--- src/rtl/mem_access_unit_pkg.sv ---
// Shared types and constants for the memory-stage access unit.
// Optional feature macro: MEM_STORE_BUFFER_EN enables the single-entry store buffer.
package mem_pkg;

    // Access controller states
    typedef enum logic [1:0] {
        ST_IDLE      = 2'd0,
        ST_WAIT_RESP = 2'd1,
        ST_DONE      = 2'd2
    } mem_state_t;

    // Default word-address width on the memory port
    localparam int MEM_ADDR_W = 18;

    // Byte-address bit where the word address starts (accesses are 32-bit words)
    localparam int WORD_LSB = 2;

endpackage

--- src/rtl/mem_access_unit_if.sv ---
// Ready/valid memory port: request channel (unit -> memory) and read-response channel.
interface mem_access_unit_if
    import mem_pkg::*;
#(
    parameter int ADDR_W = MEM_ADDR_W
);
    logic              mem_req_valid;
    logic              mem_req_we;
    logic [ADDR_W-1:0] mem_req_addr;
    logic [31:0]       mem_req_wdata;
    logic              mem_req_ready;
    logic              mem_resp_valid;
    logic [31:0]       mem_resp_rdata;

    modport master (
        output mem_req_valid, mem_req_we, mem_req_addr, mem_req_wdata,
        input  mem_req_ready, mem_resp_valid, mem_resp_rdata
    );

    modport slave (
        input  mem_req_valid, mem_req_we, mem_req_addr, mem_req_wdata,
        output mem_req_ready, mem_resp_valid, mem_resp_rdata
    );
endinterface

--- src/rtl/mem_access_unit_store_buffer.sv ---
// Single-entry store buffer (valid/address/data). Built only when
// MEM_STORE_BUFFER_EN is defined. A capture in the same cycle as a
// drain acceptance wins, so the entry stays valid with the new store.
`ifdef MEM_STORE_BUFFER_EN
module store_buffer
    import mem_pkg::*;
#(
    parameter int ADDR_W = MEM_ADDR_W
) (
    input  logic              clk,
    input  logic              rst,
    input  logic              capture,
    input  logic [ADDR_W-1:0] capture_addr,
    input  logic [31:0]       capture_data,
    input  logic              drain_accept,
    input  logic [ADDR_W-1:0] lookup_addr,
    output logic              valid,
    output logic [ADDR_W-1:0] addr,
    output logic [31:0]       data,
    output logic              match
);
    logic              valid_reg;
    logic [ADDR_W-1:0] addr_reg;
    logic [31:0]       data_reg;

    // Entry update: capture a new store, otherwise clear when the drain is accepted
    always_ff @(posedge clk) begin
        if (rst) begin
            valid_reg <= 1'b0;
            addr_reg  <= '0;
            data_reg  <= '0;
        end else if (capture) begin
            valid_reg <= 1'b1;
            addr_reg  <= capture_addr;
            data_reg  <= capture_data;
        end else if (drain_accept) begin
            valid_reg <= 1'b0;
        end
    end

    assign valid = valid_reg;
    assign addr  = addr_reg;
    assign data  = data_reg;
    assign match = valid_reg && (addr_reg == lookup_addr);
endmodule
`endif

--- src/rtl/mem_access_unit.sv ---
// Memory-stage access controller: turns MEM-stage load/store controls into
// ready/valid word requests, returns load data and drives the pipeline stall.
// Optional feature macro: MEM_STORE_BUFFER_EN (single-entry store buffer with
// load forwarding; stores then complete with zero stall).
module mem_access_unit
    import mem_pkg::*;
#(
    parameter int ADDR_W = MEM_ADDR_W
) (
    input  logic                  clk,
    input  logic                  rst,
    input  logic                  memread_mem,
    input  logic                  memwrite_mem,
    input  logic [31:0]           alu_result_mem,
    input  logic [31:0]           write_data_memory_mem,
    input  logic                  alu_ready,
    output logic [31:0]           data_from_memory_mem,
    output logic                  data_ready_mem,
    mem_access_unit_if.master     mem_port
);
    mem_state_t        state_reg;
    logic [31:0]       rdata_reg;
    logic [ADDR_W-1:0] word_addr;
    logic              is_store;
    logic              is_load;
    logic              unused_addr_bits;

    // Byte offset and bits above the memory port width carry no information
    assign word_addr        = alu_result_mem[ADDR_W+WORD_LSB-1:WORD_LSB];
    assign unused_addr_bits = ^{alu_result_mem[31:ADDR_W+WORD_LSB], alu_result_mem[WORD_LSB-1:0]};

    // Read+write together is a store
    assign is_store = memwrite_mem;
    assign is_load  = memread_mem & ~memwrite_mem;

    assign data_from_memory_mem = rdata_reg;

`ifdef MEM_STORE_BUFFER_EN
    logic              buf_valid;
    logic              buf_match;
    logic              buf_capture;
    logic              buf_drain;
    logic              fwd_hit;
    logic [ADDR_W-1:0] buf_addr;
    logic [31:0]       buf_data;

    store_buffer #(.ADDR_W(ADDR_W)) u_store_buffer (
        .clk          (clk),
        .rst          (rst),
        .capture      (buf_capture),
        .capture_addr (word_addr),
        .capture_data (write_data_memory_mem),
        .drain_accept (buf_drain),
        .lookup_addr  (word_addr),
        .valid        (buf_valid),
        .addr         (buf_addr),
        .data         (buf_data),
        .match        (buf_match)
    );
`endif

    // Request channel and stall, decoded from state and current MEM controls
    always_comb begin
        mem_port.mem_req_valid = 1'b0;
        mem_port.mem_req_we    = 1'b0;
        mem_port.mem_req_addr  = word_addr;
        mem_port.mem_req_wdata = write_data_memory_mem;
        data_ready_mem         = 1'b0;
`ifdef MEM_STORE_BUFFER_EN
        buf_drain   = 1'b0;
        buf_capture = 1'b0;
        fwd_hit     = 1'b0;
`endif
        case (state_reg)
            ST_IDLE: begin
`ifdef MEM_STORE_BUFFER_EN
                if (buf_valid) begin
                    // A full buffer owns the port until its write is accepted
                    mem_port.mem_req_valid = 1'b1;
                    mem_port.mem_req_we    = 1'b1;
                    mem_port.mem_req_addr  = buf_addr;
                    mem_port.mem_req_wdata = buf_data;
                    buf_drain              = mem_port.mem_req_ready;
                    if (is_store) begin
                        data_ready_mem = mem_port.mem_req_ready;
                    end else if (is_load) begin
                        fwd_hit        = buf_match;
                        data_ready_mem = buf_match;
                    end else begin
                        data_ready_mem = 1'b1;
                    end
                end else if (is_load) begin
                    mem_port.mem_req_valid = 1'b1;
                end else begin
                    data_ready_mem = 1'b1;
                end
                buf_capture = is_store & data_ready_mem & alu_ready;
`else
                if (is_store || is_load) begin
                    mem_port.mem_req_valid = 1'b1;
                    mem_port.mem_req_we    = is_store;
                end else begin
                    data_ready_mem = 1'b1;
                end
`endif
            end
            ST_WAIT_RESP: data_ready_mem = 1'b0;
            ST_DONE:      data_ready_mem = 1'b1;
            default:      data_ready_mem = 1'b0;
        endcase
    end

    // Access sequencing and load-data capture
    always_ff @(posedge clk) begin
        if (rst) begin
            state_reg <= ST_IDLE;
            rdata_reg <= '0;
        end else begin
            case (state_reg)
                ST_IDLE: begin
`ifdef MEM_STORE_BUFFER_EN
                    if (fwd_hit && alu_ready) begin
                        rdata_reg <= buf_data;
                    end else if (!buf_valid && is_load && mem_port.mem_req_ready) begin
                        state_reg <= ST_WAIT_RESP;
                    end
`else
                    if (mem_port.mem_req_valid && mem_port.mem_req_ready) begin
                        state_reg <= mem_port.mem_req_we ? ST_DONE : ST_WAIT_RESP;
                    end
`endif
                end
                ST_WAIT_RESP: begin
                    if (mem_port.mem_resp_valid) begin
                        rdata_reg <= mem_port.mem_resp_rdata;
                        state_reg <= ST_DONE;
                    end
                end
                ST_DONE: begin
                    if (alu_ready) begin
                        state_reg <= ST_IDLE;
                    end
                end
                default: state_reg <= ST_IDLE;
            endcase
        end
    end
endmodule

--- src/flat_wrapper.sv ---
// flat-port wrapper written by rule: the top's interface ports become plain ports
module mem_access_unit_flat import mem_pkg::*;
#(
    parameter int ADDR_W = MEM_ADDR_W
)
  (clk, rst, memread_mem, memwrite_mem, alu_result_mem, write_data_memory_mem, alu_ready, data_from_memory_mem, data_ready_mem, mem_port_mem_req_valid, mem_port_mem_req_we, mem_port_mem_req_addr, mem_port_mem_req_wdata, mem_port_mem_req_ready, mem_port_mem_resp_valid, mem_port_mem_resp_rdata);
  mem_access_unit_if #(.ADDR_W(ADDR_W)) mem_port_i ();
  input  logic clk;
  input  logic rst;
  input  logic memread_mem;
  input  logic memwrite_mem;
  input  logic [31:0] alu_result_mem;
  input  logic [31:0] write_data_memory_mem;
  input  logic alu_ready;
  output logic [31:0] data_from_memory_mem;
  output logic data_ready_mem;
  output wire logic [$bits(mem_port_i.mem_req_valid)-1:0] mem_port_mem_req_valid;
  output wire logic [$bits(mem_port_i.mem_req_we)-1:0] mem_port_mem_req_we;
  output wire logic [$bits(mem_port_i.mem_req_addr)-1:0] mem_port_mem_req_addr;
  output wire logic [$bits(mem_port_i.mem_req_wdata)-1:0] mem_port_mem_req_wdata;
  input wire logic [$bits(mem_port_i.mem_req_ready)-1:0] mem_port_mem_req_ready;
  input wire logic [$bits(mem_port_i.mem_resp_valid)-1:0] mem_port_mem_resp_valid;
  input wire logic [$bits(mem_port_i.mem_resp_rdata)-1:0] mem_port_mem_resp_rdata;
  assign mem_port_mem_req_valid = mem_port_i.mem_req_valid;
  assign mem_port_mem_req_we = mem_port_i.mem_req_we;
  assign mem_port_mem_req_addr = mem_port_i.mem_req_addr;
  assign mem_port_mem_req_wdata = mem_port_i.mem_req_wdata;
  assign mem_port_i.mem_req_ready = mem_port_mem_req_ready;
  assign mem_port_i.mem_resp_valid = mem_port_mem_resp_valid;
  assign mem_port_i.mem_resp_rdata = mem_port_mem_resp_rdata;
  mem_access_unit #(.ADDR_W(ADDR_W)) u_core (.clk(clk), .rst(rst), .memread_mem(memread_mem), .memwrite_mem(memwrite_mem), .alu_result_mem(alu_result_mem), .write_data_memory_mem(write_data_memory_mem), .alu_ready(alu_ready), .data_from_memory_mem(data_from_memory_mem), .data_ready_mem(data_ready_mem), .mem_port(mem_port_i));
endmodule
--- config.mk ---
export PLATFORM = sky130hd
export DESIGN_NAME = mem_access_unit_flat
export DESIGN_NICKNAME = d
export VERILOG_FILES = /design/src/rtl/mem_access_unit_pkg.sv /design/src/rtl/mem_access_unit_if.sv /design/src/rtl/mem_access_unit_store_buffer.sv /design/src/rtl/mem_access_unit.sv /design/src/flat_wrapper.sv
export SDC_FILE = /design/constraint.sdc
export NUM_CORES = 1
export LEC_CHECK = 0
export ABC_AREA = 1
export CAP_MARGIN = 40
export CORE_MARGIN = 2
export CORE_UTILIZATION = 25
export CTS_BUF_LIST = sky130_fd_sc_hd__clkbuf_4 sky130_fd_sc_hd__clkbuf_8
export CTS_CLUSTER_DIAMETER = 60
export DETAILED_ROUTE_END_ITERATION = 16
export DONT_BUFFER_PORTS = 1
export GPL_TIMING_DRIVEN = 0
export SLEW_MARGIN = 25
export SYNTH_ARGS = -nofsm -noshare
export SYNTH_HDL_FRONTEND = slang
export SYNTH_SLANG_ARGS = --single-unit
--- constraint.sdc ---
create_clock -name clk -period 1.3 [get_ports clk]
set_input_delay 0.26 -clock clk [delete_from_list [all_inputs] [get_ports clk]]
set_output_delay 0.26 -clock clk [all_outputs]
set_load 0.01 [all_outputs]
==> results.toml, run 1 <==
[status]
status = "finished, final reports clean"

[sta]
finClkSkew_ns = 0.00211
finalSetupTns_ns = 0
rsz0062_at_grt = "true"
hold_slack_ns = 0.138
drv_slew = 0
period_needed_ns = 1.27
hold_viol_final = 0
setup_viol = 0
fin_crit_sh = 0.974
fmax_mhz = 789
relSlewSlack = 0.676
tightest_slew_ns = 0.486

[power]
power.density_nw_per_um2 = 1320
p_int_mw = 1.81
p_leak_nw = 0.789
netSwitchingFraction = 0.319
sequentialPowerShare = 0.446
p_clk_frac = 0.316
power_frac_comb = 0.238
p_sw_mw = 0.847
power.total_mw = 2.66
ir_worst_vdd_mv = 0.323

[floorplanning]
dieArea_um2 = 7780
die_w_um = 88.2
pin_count = 188
fp.coreArea_um2 = 6830
fp-row-count = 30
dieHeight_um = 88.2
start_util = 0.260

[clock_network]
cts_buffers = 5
clk_pin_slew_ns = 0.07
cts_buffer_depth = 2
cts_tree = "yes"
cts.sinks = 34
htree_levels = 2
postCtsHoldBufs = 0
clk_latency_ns = 0.28
clockRootBuffer = "clkbuf_8"

[global_routing]
grt_pass1_vias = 1317
grt_max_degree = 11
antenna_found_initial = 0
grt.overflow.total = 0
grt_pass1_wl_um = 6660
grt_use_total = 0.115

[logic_synthesis]
syn-num-nets = 327
synth_cells = 224
ys_ff_latch = 34
synthesis.area_um2 = 1770
yosysSeqAreaShare = 0.384
yosysUniqueCellTypes = 16
avgSynthCellArea_um2 = 7.91
yosysWarningCount = 0
synth.area.top_cells = "dfxtp_1 (38%), buf_4 (21%), nand4_1 (11%)"
yosysTopAreaCellShare = 0.384
synth_largest_area_cell = "dfxtp_1"

[drt]
avgRoutedWirePerCell_um = 14.6
via_per_inst = 4.63
drcViolationCount = 0
dr.first_iter.drc_count = 51
num_vias = 1519
dr.pass1.iters = 4
ant_nets = 0
finalWirelength_um = 4780

[critical_path]
critical_path.endpoint = "mem_port_mem_req_we"
r2r-end = "u_core.data_from_memory_mem[15]"
critPathCaptureType = "primary output"
startpoint = "u_core.state_reg[0]"
worstSetupStartpointType = "flop"
r2r_slack_ns = 0.17
reg2reg_depth = 4
cp.arrival_ns = 1.01
crit_fanout = 9
crit_type = "flop to primary output"
cp.required_ns = 1.04
r2r-start = "u_core.state_reg[1]"

[layout]
drive_gt1_frac = 0.341
area_growth_syn_to_layout_pct = 13.4
largest_reg_flops = 32
layout.nets = 334
instances_no_fill = 328
num_antenna_cells = 0

[placed_design]
dp_hpwl_um = 3530
place_inst = 320
gp_congestion = 0.733
placement.io_buffers = 0

[run]
maxCapViolCount = 0

[min_path]
min_path_type = "input port to flop"
==> metal layers <==
| layer | part of all wire | track usage |
|---|---|---|
| met1 | 0.37 | 0.128 |
| met2 | 0.51 | 0.202 |
| met3 | 0.11 | 0.0448 |
| met4 | 0.0040 | 0.0331 |
| met5 | 0 | 0 |
==> power by group through the flow <==
stage / registers (mW) / clock network [mW] / logic (mW)
detailed placement: 1.21 / 0 / 0.615
finish: 1.19 / 0.840 / 0.633
CTS: 1.19 / 0.879 / 0.644
global placement: 1.21 / 0 / 0.606
global route: 1.19 / 0.925 / 0.705
floorplan: 1.20 / 0 / 0.501
==> cell type report <==
cell class,instances,area (µm²)
Clock buffer,7,90.1
Inverter,8,30.0
Tap cell,96,120
Clock inverter,1,5.00
Multi-Input combinational cell,114,599
Buffer,68,485
Fill cell,761,4820
Sequential cell,34,681
==> metrics by stage <==
step,worst slack (ns),instance area (µm²),utilization
2_1_floorplan,0.288,1770,-
3_3_place_gp,0.0658,1890,0.277
3_5_place_dp,0.0486,1890,0.277
4_1_cts,0.00658,2010,0.294
5_1_grt,-0.0258,2010,0.294
6_report,0.0333,2010,0.294
==> cells in the mapped netlist (all sizes together) <==
cell type,count
nand2,36
clkbuf,4
nand3,4
nand4,32
buf,64
o21a,1
o21ai,1
a21oi,34
nor2,5
o211ai,1
dfxtp,34
inv,8
==> worst min path at each step <==
stage | start | end | slack (ns) | depth (start not counted)
3_3_place_gp | mem_port_mem_resp_rdata[27] | u_core.data_from_memory_mem[27] | 0.43 | 2
3_5_place_dp | mem_port_mem_resp_rdata[28] | u_core.data_from_memory_mem[28] | 0.44 | 2
6_report | mem_port_mem_resp_rdata[26] | u_core.data_from_memory_mem[26] | 0.14 | 2
5_1_grt | mem_port_mem_resp_rdata[26] | u_core.data_from_memory_mem[26] | 0.12 | 2
2_1_floorplan | mem_port_mem_resp_rdata[10] | u_core.data_from_memory_mem[10] | 0.43 | 2
4_1_cts | mem_port_mem_resp_rdata[21] | u_core.data_from_memory_mem[21] | 0.13 | 2
==> layout by cell type, fill, tap and decap left out <==
cell type,count
nor2_4,3
a21oi_1,34
clkinv_2,1
o21a_1,1
nor2_1,2
clkbuf_1,4
nand2_1,36
buf_4,50
o21ai_0,1
nand3_1,3
clkbuf_4,1
buf_6,4
dfxtp_1,34
nand4_1,32
inv_1,5
inv_2,3
nand3_4,1
buf_2,10
o211ai_1,1
clkbuf_8,6
==> cells by family (layout without fill, tap and decap cells) <==
| group | Yosys count | count (layout) | share of synthesized area |
|---|---|---|---|
| compound gates | 37 | 37 | 0.107 |
| flops | 34 | 34 | 0.384 |
| simple gates | 77 | 77 | 0.218 |
| buf+inv | 76 | 84 | 0.291 |
==> timing repair <==
| item | 4_1_cts | 5_1_grt |
|---|---|---|
| pin swaps | 1 | 1 |
| resized for setup | 7 | 1 |
| endpoints found under the setup margin | 2 | 3 |
| buffers inserted | 0 | 0 |
| gates cloned | 0 | 0 |
| endpoints found under the hold margin | 0 | 0 |
==> worst max-delay path, cell delays in order (launching register included) <==
cell and delay, ns:
dfxtp_1 0.31, buf_6 0.14, nor2_4 0.10, inv_2 0.07
nor2_4 0.11
Note: power is estimated with default switching activity, not from simulation.
==> run 2: changes to the inputs <==
ABC_CLOCK_PERIOD_IN_PS = 1300   (was default)
CAP_MARGIN = 20   (was 40)
==> results of run 2 <==
Same layout as run 1: the final DEF is identical, and so are final timing and power.
